--- src/rtl/tick_counter.sv ---
`default_nettype none
// ============================================================================
// Module   : tick_counter
// Desc     : Prescaled up/down event counter with programmable modulo,
//            wrap/saturate limit handling, synchronous clear and parallel load.
//            Define TICK_COUNTER_BCD_EN to count in packed BCD (WIDTH/4 digits).
// Revision : 1.0 - initial release
// ============================================================================
module tick_counter #(
    parameter int              PRESCALE = 100000000,
    parameter int              WIDTH    = 32,
    parameter longint unsigned MODULO   = 0
) (
    input  logic             clock,
    input  logic             reset,
    input  logic             enable,
    input  logic             clear,
    input  logic             up_down,
    input  logic             saturate,
    input  logic             load,
    input  logic [WIDTH-1:0] load_value,
    output logic [WIDTH-1:0] count,
    output logic             tick,
    output logic             wrap,
    output logic             at_limit
);

    localparam int                c_PS_W    = (PRESCALE > 1) ? $clog2(PRESCALE) : 1;
    localparam logic [c_PS_W-1:0] c_PS_LAST = c_PS_W'(PRESCALE - 1);

    generate
        if (PRESCALE < 1) begin : g_chk_prescale
            $error("tick_counter: PRESCALE must be >= 1");
        end
        if (WIDTH < 1) begin : g_chk_width
            $error("tick_counter: WIDTH must be >= 1");
        end
    endgenerate

    logic [c_PS_W-1:0] r_prescale;
    logic [WIDTH-1:0]  r_count;
    logic              r_tick;
    logic              r_wrap;

    logic              w_term;
    logic              w_step;
    logic              w_at_max;
    logic              w_at_zero;
    logic              w_roll;
    logic [WIDTH-1:0]  w_inc;
    logic [WIDTH-1:0]  w_dec;
    logic [WIDTH-1:0]  w_load_val;
    logic [WIDTH-1:0]  w_count_next;

`ifdef TICK_COUNTER_BCD_EN
    localparam int               c_DIGITS = WIDTH / 4;
    localparam logic [WIDTH-1:0] c_MAX    = WIDTH'({c_DIGITS{4'h9}});

    generate
        if ((WIDTH % 4) != 0 || WIDTH < 4) begin : g_chk_bcd
            $error("tick_counter: BCD build needs WIDTH as a non-zero multiple of 4");
        end
    endgenerate

    // Ripple carry through the digits; only used below MAX so no carry-out.
    function automatic logic [WIDTH-1:0] f_bcd_inc(input logic [WIDTH-1:0] v);
        logic [WIDTH-1:0] r;
        logic             carry;
        r     = v;
        carry = 1'b1;
        for (int d = 0; d < c_DIGITS; d++) begin
            if (carry) begin
                if (v[d*4 +: 4] == 4'd9) begin
                    r[d*4 +: 4] = 4'd0;
                end else begin
                    r[d*4 +: 4] = v[d*4 +: 4] + 4'd1;
                    carry       = 1'b0;
                end
            end
        end
        return r;
    endfunction

    function automatic logic [WIDTH-1:0] f_bcd_dec(input logic [WIDTH-1:0] v);
        logic [WIDTH-1:0] r;
        logic             borrow;
        r      = v;
        borrow = 1'b1;
        for (int d = 0; d < c_DIGITS; d++) begin
            if (borrow) begin
                if (v[d*4 +: 4] == 4'd0) begin
                    r[d*4 +: 4] = 4'd9;
                end else begin
                    r[d*4 +: 4] = v[d*4 +: 4] - 4'd1;
                    borrow      = 1'b0;
                end
            end
        end
        return r;
    endfunction

    function automatic logic [WIDTH-1:0] f_bcd_clamp(input logic [WIDTH-1:0] v);
        logic [WIDTH-1:0] r;
        r = v;
        for (int d = 0; d < c_DIGITS; d++) begin
            if (v[d*4 +: 4] > 4'd9) begin
                r[d*4 +: 4] = 4'd9;
            end
        end
        return r;
    endfunction

    assign w_inc      = f_bcd_inc(r_count);
    assign w_dec      = f_bcd_dec(r_count);
    assign w_load_val = f_bcd_clamp(load_value);
`else
    // MODULO of 2^WIDTH truncates to all ones, identical to full range.
    localparam logic [WIDTH-1:0] c_MAX = (MODULO == 0) ? {WIDTH{1'b1}}
                                                        : WIDTH'(MODULO - 64'd1);

    generate
        if ((WIDTH < 64) && (MODULO > (64'd1 << WIDTH))) begin : g_chk_modulo
            $error("tick_counter: MODULO must not exceed 2^WIDTH");
        end
    endgenerate

    assign w_inc      = r_count + WIDTH'(1);
    assign w_dec      = r_count - WIDTH'(1);
    assign w_load_val = (load_value > c_MAX) ? c_MAX : load_value;
`endif

    assign w_term    = (r_prescale == c_PS_LAST);
    assign w_step    = enable && w_term && !load;
    assign w_at_max  = (r_count == c_MAX);
    assign w_at_zero = (r_count == '0);

    always_comb begin
        w_count_next = r_count;
        w_roll       = 1'b0;
        if (up_down) begin
            if (!w_at_max) begin
                w_count_next = w_inc;
            end else if (!saturate) begin
                w_count_next = '0;
                w_roll       = 1'b1;
            end
        end else begin
            if (!w_at_zero) begin
                w_count_next = w_dec;
            end else if (!saturate) begin
                w_count_next = c_MAX;
                w_roll       = 1'b1;
            end
        end
    end

    // Prescaler free-runs regardless of enable/load/mode inputs.
    always_ff @(posedge clock or posedge reset) begin
        if (reset) begin
            r_prescale <= '0;
        end else if (clear) begin
            r_prescale <= '0;
        end else if (w_term) begin
            r_prescale <= '0;
        end else begin
            r_prescale <= r_prescale + c_PS_W'(1);
        end
    end

    always_ff @(posedge clock or posedge reset) begin
        if (reset) begin
            r_count <= '0;
        end else if (clear) begin
            r_count <= '0;
        end else if (load) begin
            r_count <= w_load_val;
        end else if (w_step) begin
            r_count <= w_count_next;
        end
    end

    always_ff @(posedge clock or posedge reset) begin
        if (reset) begin
            r_tick <= 1'b0;
            r_wrap <= 1'b0;
        end else if (clear) begin
            r_tick <= 1'b0;
            r_wrap <= 1'b0;
        end else begin
            r_tick <= w_term;
            r_wrap <= w_step && w_roll;
        end
    end

    assign count    = r_count;
    assign tick     = r_tick;
    assign wrap     = r_wrap;
    assign at_limit = up_down ? w_at_max : w_at_zero;

endmodule
`default_nettype wire
--- config.mk ---
export PLATFORM = sky130hd
export DESIGN_NAME = tick_counter
export DESIGN_NICKNAME = d
export VERILOG_FILES = /design/src/rtl/tick_counter.sv
export SDC_FILE = /design/constraint.sdc
export NUM_CORES = 1
export LEC_CHECK = 0
export CAP_MARGIN = 25
export CORE_MARGIN = 2
export CORE_UTILIZATION = 30
export CTS_BUF_LIST = sky130_fd_sc_hd__clkbuf_8
export CTS_CLUSTER_SIZE = 25
export DETAILED_ROUTE_END_ITERATION = 7
export SETUP_SLACK_MARGIN = 0.02
export SYNTH_ARGS = -nofsm -noshare
export SYNTH_HDL_FRONTEND = slang
export SYNTH_SLANG_ARGS = --single-unit
--- constraint.sdc ---
create_clock -name clock -period 3.4 [get_ports clock]
set_clock_uncertainty 0.15 [all_clocks]
set_input_delay 0.51 -clock clock [delete_from_list [all_inputs] [get_ports clock]]
set_output_delay 0.51 -clock clock [all_outputs]
set_load 0.05 [all_outputs]
* After elaboration in Yosys (flattened, before gate mapping)
Cells that the tools add are included.
Word-level totals: input port bits 39, register bits 61, word-level logic and storage cells 37, output and inout bits 35
Operators by class: $lt $le $gt $ge 1, equality and inequality tests 4, reduce and logical (&&, ||, !) cells 7, muxes and demuxes 18, $add $sub $neg 3
Operators with widths (number):
- $mux W32 | 9
- $mux W27 | 2
- $add A32 B1 Y32 const B | 1
- $eq A32 B32 Y1 const B | 1
- $gt A32 B32 Y1 const B | 1
- $logic_not A32 Y1 | 1
- $sub A32 B1 Y32 const B | 1
- $add A27 B1 Y27 const B | 1
- $eq A27 B27 Y1 const B | 1
- $ne A5 B5 Y1 const B | 2
- $mux W1 | 7
- $logic_and A1 B1 Y1 | 3
- $reduce_and A3 Y1 | 1
- $reduce_bool A3 Y1 | 1
- $logic_not A1 Y1 | 1

* Logic depth before layout (Yosys ltp)
depth in word-level cells 6, mapped depth 10, depth with buffers taken out 8

* Worst setup path before layout
No wires, ideal clock.
path type reg-to-reg, start point reg r_count[1] (netlist: count[1]), end point reg r_count[12] (netlist: count[12]), data arrival time 2.904 ns, stages on the path, launching flop included 9, clock period less this slack 3.179 ns, setup time 0.125 ns, path buffers 1, required time 3.125 ns, path slack 0.221 ns, cell sequence dfrtp_1 -> ha_1 -> nand3_1 -> nor4_2 -> nand4_1 -> a211oi_4 -> or2_4 -> buf_12 -> mux2_2
Between the ends: word-level cells in the longest chain between the ends 6, elaborated cells between the ends (all ways) 13, classes of those cells 2 x add/sub; 3 x eq/ne; 6 x mux; 2 x reduce/logical
Ends and longest elaborated chain:
- start, declared | RTL line 41 | logic [WIDTH-1:0] r_count;
- start signal, assigned | RTL line 176 | r_count <= w_load_val;
- start signal, assigned | RTL line 178 | r_count <= w_count_next;
- $sub A32 B1 Y32, or another cell as far along | RTL line 128 | assign w_dec = r_count - WIDTH'(1);
- $mux W32, on equally long branches | RTL line 148, 141
- $mux W32 | RTL line 140 | if (up_down) begin
- $mux W32 | RTL line 177 | end else if (w_step) begin
- $mux W32 | RTL line 175 | end else if (load) begin
- $mux W32 | RTL line 173 | end else if (clear) begin
Parallel ways exist; a longest one is shown, timed or not. The select of a mux whose other input is x is not followed. A chain may end at the register's enable or synchronous reset.

* Worst setup path in the final report
start point reg r_count[0] (netlist: count[0]), end point out at_limit
Between the ends: word-level cells in the longest chain between the ends 2, elaborated cells between the ends (all ways) 3, classes of those cells 1 x eq/ne; 1 x mux; 1 x reduce/logical
Ends and longest elaborated chain:
- $eq A32 B32 Y1 or $logic_not A32 Y1 (tied branches) | RTL line 134, 135
- $mux W1 (*) | RTL line 198 | assign at_limit = up_down ? w_at_max : w_at_zero;
- end, declared | RTL line 25 | output logic at_limit
Every way passes the cells marked *; elsewhere a longest branch is shown, timed or not.

==> reports/results.ini <==
[drt]
ant_nets = 0
viasPerCell = 5.97
vias = 4827
drc_errors = 0
drtIter0Drc = 473
dr.pass1.iters = 5
wl_per_cell_um = 19.9
drt_wl_total_um = 16000

[sta]
finalWorstSetupSlack_ns = 0.225
hold_viol_final = 0
fin_crit_ns = 3.18
rsz0062_at_grt = false
setup_viol = 0
tightest_slew_ns = 1.02
relSlewSlack_pct = 31.9
fin_crit_sh_pct = 93.4
finalMaxSlewViolations = 0
fin_tns_setup_ns = 0
fmax_mhz = 315

[final_layout]
fin_cells = 808
layout-drive-gt1-share_pct = 10.6
nets = 658
num_antenna_cells = 0
synthToLayoutAreaGrowth_pct = 25.4

[global_route]
grt_pass1_wl_um = 25400
grt_max_degree = 25
grtUsageTotal_pct = 19.8
grt_remaining_overflow = 0
antenna_found_initial = 0
grt_pass1_vias = 4579

[yosys]
ys_seq_area_share_pct = 32.8
synth_area_leaders = dfrtp_1 (33%), a221o_1 (6.5%), nor2_1 (4.1%), nand4_1 (4.0%), xnor2_1 (4.0%)
synth_top_cell_by_area = dfrtp_1
ys_top_cells_by_count = dfrtp_1 (61), nor2_1 (51), nand2_1 (39)
synth_edf_count = 0
yosysMostFrequentCell = dfrtp_1
yosysUniqueCellTypes = 63
synthArstFlopShare_pct = 100
syn-num-nets = 590
yosysWarningCount = 0
netlist_instances = 547
ys.flop_type = dfrtp_1
synth.avg_cell_area_um2 = 8.50
synth_top_cell_area_share_pct = 32.8
synth_area_um2 = 4650
synth-seq-cells = 61

[clock_network]
cts_tree = built
cts_resized = 0
ctsHoldBuffers = 0
htree_num_levels = 3
clock_latency_ns = 0.37
cts_buffers = 9
clock_path_buffers = 2
clock-sinks = 61
clk_pin_slew_worst_paths_ns = 0.08
ctsRootBufferMaster = clkbuf_8
postCtsSetupRepairBufs = 0

[setup_path]
rr_endpoint = count[16]$_DFFE_PP0P_
r2r_cells = 6
start_kind = flip-flop
cp.required_ns = 2.74
arrival_ns = 2.52
cp_max_fo = 9
endpoint_kind = output pin
setup.worst_path.class = flip-flop to output pin
r2r-start = count[2]$_DFFE_PP0P_
rrSetupSlack_ns = 0.28

[placed_design]
dp.cells = 792
post-place-ws_ns = 0.320
port_buffers = 73
hpwl_um = 11800
gp_congestion = 0.933

[floorplanning]
row_count = 45
die_area_um2 = 16500
io_pins = 74
start_util_pct = 30.6
die_h_um = 129
coreArea_um2 = 15200
die_x_um = 129

[run_status]
status = completed

[pwr]
powerDensity_nw_per_um2 = 359
peakVddDrop_uv = 171
power.total_mw = 2.09
p_leak_nw = 2.20

[job]
max-cap-violations = 0

[min_path]
hold_path.class = primary input to asynchronous set/reset pin

-- placed cells by master (no fill, tap or decap), types with 17 or more instances in the layout --
cell type,count
clkdlybuf4s50_1,72
xor2_1,18
dfrtp_1,61
nor2_1,51
o21ai_0,21
xnor2_1,21
buf_4,29
nand4_1,30
nor3_1,17
and3_1,18
nand2_1,39
nand3_1,33
a21oi_1,22
a221o_1,30
-- worst max-delay path by stage --
stage,from,to,slack (ns),cells after the start
after floorplan,count[1]$_DFFE_PP0P_,count[12]$_DFFE_PP0P_,0.22,8
after global placement,count[2]$_DFFE_PP0P_,count[5]$_DFFE_PP0P_,0.40,6
after detailed placement,count[2]$_DFFE_PP0P_,count[16]$_DFFE_PP0P_,0.32,6
after CTS,count[1]$_DFFE_PP0P_,at_limit,0.25,7
after global routing,count[1]$_DFFE_PP0P_,at_limit,0.04,7
final,count[0]$_DFFE_PP0P_,at_limit,0.22,7
-- registers in the layout (all words and copies together) (netlist names) --
register,cells
count,32
r_prescale,27
wrap,1
tick,1
-- power breakdown --
| part | switching [mW] | internal, mW | total, mW |
|---|---|---|---|
| logic | 0.351 | 0.231 | 0.582 |
| clock network | 0.322 | 0.357 | 0.679 |
| registers | 0.0758 | 0.755 | 0.830 |
-- worst max-delay path: stages (launching register included) --
cell and delay [ns]:
dfrtp_1 0.48, inv_1 0.17, ha_1 0.17, or3b_2 0.49
nor4_1 0.40, nand3_1 0.13, nand2_1 0.16, buf_12 0.16
-- per-stage QoR --
stage	hold slack, ns	cell area, um2	utilization (%)
after floorplan	0.297	4650	-
after global placement	0.318	5630	37.0
after detailed placement	0.347	5630	37.0
after CTS	0.346	5830	38.4
after global routing	0.372	5830	38.4
final	0.341	5830	38.4
-- logic make-up (layout without fill, tap and decap cells) --
kind of cell	count (synthesis)	count (layout)	synth area share, %
adders and majority gates	4	4	1.08
DFF	61	61	32.8
muxes	7	7	1.61
buffers and inverters	58	131	6.19
AOI/OAI and AO/OA	128	128	20.8
and+or+nand+nor	250	250	30.1
xor gates and xnor gates	39	39	7.34
-- metal layers --
layer  up-vias  global-route usage [%]  wire, um
met4         0                    7.61       341
met5         -                       0         0
li1       2231                       -         -
met1      2368                    27.2      7080
met3        23                    3.62      1230
met2       205                    31.2      7400
-- area by class of cell --
type | count | area [um2]
flip-flops and latches | 61 | 1530
repair buffers | 103 | 978
multi-input cells | 428 | 2850
fillers | 1581 | 9370
well taps | 188 | 235
inverters | 12 | 45.0
clock inverters | 6 | 63.8
clock buffers | 10 | 138
Power figures use the tool's default switching activity.
==> variant 1: new RTL, config.mk and constraints unchanged <==
`PRESCALE`: 100000000 -> 25000000.
--- a/src/rtl/tick_counter.sv
+++ b/src/rtl/tick_counter.sv
@@ -7,7 +7,7 @@
 // Revision : 1.0 - initial release
 // ============================================================================
 module tick_counter #(
-    parameter int              PRESCALE = 100000000,
+    parameter int              PRESCALE = 25000000,
     parameter int              WIDTH    = 32,
     parameter longint unsigned MODULO   = 0
 ) (
Check against the original RTL: same outputs for any inputs over 10 cycles, from zero or initial values and one cycle with reset high; that may be too few to reach the edited logic, so the function may still have changed.
==> variant 1 against the original RTL <==
Wire length up 10%. Fmax down 1.8%. Cell count up 8.3%. Die area about the same. Synthesized cell count up 8.2%. Total power up 8.7%. Hold slack better by 0.0011 ns. Combinational power up 32%. Sequential cell count down 2. Area after synthesis about the same. Count of clock-buffer cells in the layout down 1. Final area up 5.0%. Setup slack worse by 0.059 ns. Critical path type unchanged.
==> variant 1: results (changes against the original RTL) <==
[run_status]
status = finished clean

[cells_and_area]
nets = 725  ; +10%
largest_reg_flops = 32  ; unchanged
n_antenna_cell = 0  ; unchanged
fillers = 1513  ; -4.3%
drive_above_1_share_pct = 14.1  ; +3.5 points

[global_route]
grt_pass1_wl_um = 27900  ; +9.9%
antenna_found_initial = 0  ; unchanged
grt_max_degree = 49  ; +96%
grt_pass1_vias = 5142  ; +12%
gr-usage-all-layers_pct = 21.6  ; +1.8 points

[detailed_routing]
wirelength_um = 17700  ; +10%
drt-pass1-iter-count = 7  ; +2
viasPerCell = 6.12  ; +2.5%
ant_nets = 0  ; unchanged
drt_iter0_markers = 615  ; +30%

[critical_path]
crit_arrival_ns = 2.57  ; +0.05 ns
worstRegToRegCells = 6  ; unchanged
cp_top_family = simple AND/OR/NAND/NOR gates
critical_path.max_fanout = 13  ; +4
cp-endpoint = at_limit
crit_path_top_delay_cell = or4b_2
r2r_slack_ns = 0.22  ; -0.06 ns
crit_path_start = count[2]
crit-reg2reg-capture = count[27]
r2r-start = count[15]
slowest_delay_ns = 0.77  ; +0.28 ns

[logic_synthesis]
netlist_top_cells_count = 70 x nor2_1, 59 x dfrtp_1, 46 x nand2_1, 40 x clkbuf_1, 38 x nand3_1
seq_area_frac_synth_pct = 31.7  ; -1.1 points
yosys_most_used_dff = dfrtp_1
synthTopCellsByArea = dfrtp_1 32%, nor2_1 5.6%, nand3_1 4.1%
yosysMostFrequentCell = nor2_1
async_flop_share_pct = 100  ; unchanged
syn_nets = 635  ; +7.6%
synth.distinct_cells = 65  ; +3.2%
yosysWarnings = 0  ; unchanged

[worst_hold_path]
hold_path.class = register to register
worstHoldStart = r_prescale[0]

[cts]
clk_pin_slew_worst_paths_ns = 0.07
h-tree-depth = 3  ; unchanged
clockRootBuffer = clkbuf_8
cts_buffers = 9  ; unchanged
clockBufferDepth = 2  ; unchanged
clk_latency_ns = 0.38

[power]
ir_drop_mv = 0.213  ; +25%
leakagePower_nw = 2.28  ; +3.6%

[placed_design]
preCtsSetupSlack_ns = 0.280  ; -0.0394 ns
port_buffers = 73  ; unchanged
dp_hpwl_um = 12800  ; +8.0%
gp_congestion = 0.951  ; +2.0%

[sta]
slew_headroom_pct = 36.2  ; +4.2 points
fmax_mhz = 309  ; -1.8%

-- variant 1: worst register-to-register path, stage by stage, from the launching register on --
cell	delay [ns]
dfrtp_1	0.44
or4_1	0.63
or4_1	0.74
nor4_2	0.55
o32a_1	0.22
nand4_1	0.09
a221oi_1	0.27
-- variant 1: timing repair --
action | CTS | global route
gates resized for setup | 0 | 4
setup endpoints to repair | 0 | 1
buffers inserted | 0 | 1
-- variant 1: worst min path at each step --
stage	end	depth (start not counted)
after floorplan	r_prescale[0]	1
after CTS	r_prescale[0]	1
final	r_prescale[0]	1
after global routing	r_prescale[0]	1
after detailed placement	r_prescale[0]	1
after global placement	r_prescale[0]	1
-- variant 1: metal layers --
metal	up-vias	routed length, µm	track usage [%]
met4	0	565	10.4
met1	2583	7310	26.9
met2	279	8560	36.5
met5	-	0	0
met3	53	1270	3.66
li1	2441	-	-
-- variant 1: cell families after synthesis --
| group | count (synthesis) | synth area share, % |
|---|---|---|
| buffers and inverters | 70 | 6.34 |
| adder cells (fa/ha/maj) | 4 | 1.08 |
| flip-flops | 59 | 31.7 |
| XOR/XNOR | 33 | 6.21 |
| AND/OR/NAND/NOR | 277 | 31.3 |
| multiplexers | 3 | 0.699 |
| AO/OA/AOI/OAI | 146 | 22.7 |
-- variant 1: area by class of cell --
class | instances | share of cell area [%]
repair buffers | 132 | 19.7
clock buffers | 9 | 2.02
clock inverters | 7 | 1.39
flip-flops and latches | 59 | 24.1
inverters | 17 | 1.04
multi-input cells | 463 | 47.8
well taps | 188 | 3.84
-- variant 1: power breakdown --
part,internal (W),switching (W)
Sequential,0.000741,0.0000485
Combinational,0.000286,0.000480
Clock,0.000404,0.000313
-- variant 1: stage by stage --
stage / instance area, µm² / std cells / hold WS [ns] / total power [W]
final: 6120 / 875 / 0.342 / 0.00227
after detailed placement: 5880 / 858 / 0.332 / 0.00155
after global placement: 5880 / 858 / 0.314 / 0.00154
after global routing: 6120 / 875 / 0.362 / 0.00237
after CTS: 6090 / 874 / 0.342 / 0.00228
after floorplan: 4660 / 592 / 0.296 / 0.00125
==> variant 2: new RTL, same settings <==
Without the edit above. Reset style: synchronous (`reset`), changed in 3 clocked blocks.
--- a/src/rtl/tick_counter.sv
+++ b/src/rtl/tick_counter.sv
@@ -155,7 +155,7 @@
     end
 
     // Prescaler free-runs regardless of enable/load/mode inputs.
-    always_ff @(posedge clock or posedge reset) begin
+    always_ff @(posedge clock) begin
         if (reset) begin
             r_prescale <= '0;
         end else if (clear) begin
@@ -167,7 +167,7 @@
         end
     end
 
-    always_ff @(posedge clock or posedge reset) begin
+    always_ff @(posedge clock) begin
         if (reset) begin
             r_count <= '0;
         end else if (clear) begin
@@ -179,7 +179,7 @@
         end
     end
 
-    always_ff @(posedge clock or posedge reset) begin
+    always_ff @(posedge clock) begin
         if (reset) begin
             r_tick <= 1'b0;
             r_wrap <= 1'b0;
Formal check against the unedited RTL: differs if reset is asserted again (counterexample within 4 cycles, from zero or initial values and one cycle with reset high); with reset held inactive, the same outputs for 10 cycles.
==> variant 2 against the original RTL <==
Sequential power down 6.7%. Synthesized cell count increased by 12%. First-iteration DRC count is 13% higher. Total power is 5.6% lower. Final area is 1.2% lower. Setup slack got worse by 0.12 ns. Die area shrank 1.7%. Sequential cell count is the same. Area after synthesis is 1.8% lower. Global-route usage is 0.68 points higher. Wire length increased by 4.0%.
==> variant 2: results (changes against the original RTL) <==
[run_status]
status = finished clean

[detailed_routing]
wl_per_cell_um = 19.3  ; -2.8%
drt_iter0_markers = 534  ; +13%
viasPerCell = 6.11  ; +2.2%

[logic_synthesis]
async_flop_share_pct = 0  ; -100 points
yosys.area_share.adder_pct = 1.10  ; +0.020 points
yosysWarnings = 0  ; unchanged
netlist_top_cells_count = 61 x dfxtp_1, 53 x nor2_1, 41 x nand2_1, 36 x nand3_1, 32 x clkbuf_1
synthTopCellsByArea = dfxtp_1 27%, xor2_1 4.6%, nor2_1 4.4%
muxShareOfSynthArea_pct = 0.931  ; -0.68 points
seq_area_frac_synth_pct = 26.7  ; -6.1 points
synth_compound_area_share_pct = 23.7  ; +2.9 points
synthXorXnorAreaFrac_pct = 6.90  ; -0.44 points
yosys_most_used_dff = dfxtp_1
avgSynthCellArea_um2 = 7.48  ; -12%
syn_nets = 654  ; +11%
synth.distinct_cells = 67  ; +6.3%

[critical_path]
crit_arrival_ns = 2.64  ; +0.12 ns
crit-reg2reg-capture = count[26]
r2r-start = count[7]
slowest_delay_ns = 0.61  ; +0.12 ns
crit_path_top_delay_cell = dfxtp_1
critical_path.max_fanout = 16  ; +7
r2r_slack_ns = 0.46  ; +0.18 ns
worstRegToRegCells = 8  ; +2

[cells_and_area]
nets = 715  ; +8.7%
drive_above_1_share_pct = 11.2  ; +0.60 points

[cts]
clk_latency_ns = 0.37  ; about the same
clockBufferDepth = 2  ; unchanged

[global_route]
grt_pass1_vias = 5048  ; +10%
grt_max_degree = 32  ; +28%
gr-usage-all-layers_pct = 20.5  ; +0.68 points
antenna_found_initial = 0  ; unchanged

[power]
leakagePower_nw = 1.88  ; -14%
ir_drop_mv = 0.174  ; +1.7%

[worst_hold_path]
min_delay_path_depth = 1
hold_path.class = register to register
whs_endpoint = r_prescale[0]

[placed_design]
preCtsSetupSlack_ns = 0.425  ; +0.106 ns
dpl.cell_count = 849  ; +7.2%
gp_congestion = 0.960  ; +2.9%
dp_hpwl_um = 12000  ; +1.8%

[sta]
fmax_mhz = 303  ; -3.7%
slew_headroom_pct = 44.0  ; +12 points

[variant 2: kinds of logic (layout without fill, tap and decap cells)]
logic type | after synthesis | after routing
simple gates | 273 | 273
compound gates | 154 | 154
buf+inv | 79 | 144
flops | 61 | 61
xor+xnor | 36 | 36
fa+ha+maj | 4 | 4
mux | 4 | 4
[variant 2: stage by stage]
step	instance area, µm²	hold slack [ns]
4_1_cts	5760	0.328
3_3_place_gp	5560	0.292
3_5_place_dp	5560	0.311
6_report	5760	0.313
5_1_grt	5760	0.353
2_1_floorplan	4570	0.280
[variant 2: what timing repair did]
action,4_1_cts,5_1_grt
hold endpoints to repair,0,0
setup buffers,0,0
gates resized for setup,1,3
endpoints found under the setup margin,1,1
[variant 2: per-layer routing]
layer  part of all wire, %  wire length [µm]  vias to the layer above  global-route usage, %
met5                     0                 0                        -                      0
met4                   3.8               631                        0                   10.2
met3                   7.6              1260                       54                   5.49
met2                    46              7650                      249                   31.7
met1                    43              7140                     2512                   26.4
li1                      -                 -                     2462                      -
[variant 2: how the worst max path moves through the flow]
| stage | startpoint | end | cells past startpoint |
|---|---|---|---|
| detailed placement | count[24] | at_limit | 5 |
| global route | count[13] | at_limit | 5 |
| CTS | count[25] | at_limit | 5 |
| floorplan | count[25] | at_limit | 6 |
| global placement | count[25] | at_limit | 5 |
| finish | count[13] | at_limit | 5 |
[variant 2: where the power goes]
group	total [W]	internal [W]	switching, W
combinational	0.000520	0.000210	0.000311
sequential	0.000774	0.000733	0.0000412
clock	0.000679	0.000371	0.000308
total	0.00197	0.00131	0.000660
[variant 2: final cells by class]
type / instances / area (µm²)
timing repair buffer: 108 / 1000
inverter: 21 / 78.8
clock inverter: 4 / 48.8
fill: 1559 / 9270
clock buffer: 11 / 151
multi-input combinational: 471 / 3020
tap: 188 / 235
sequential: 61 / 1230
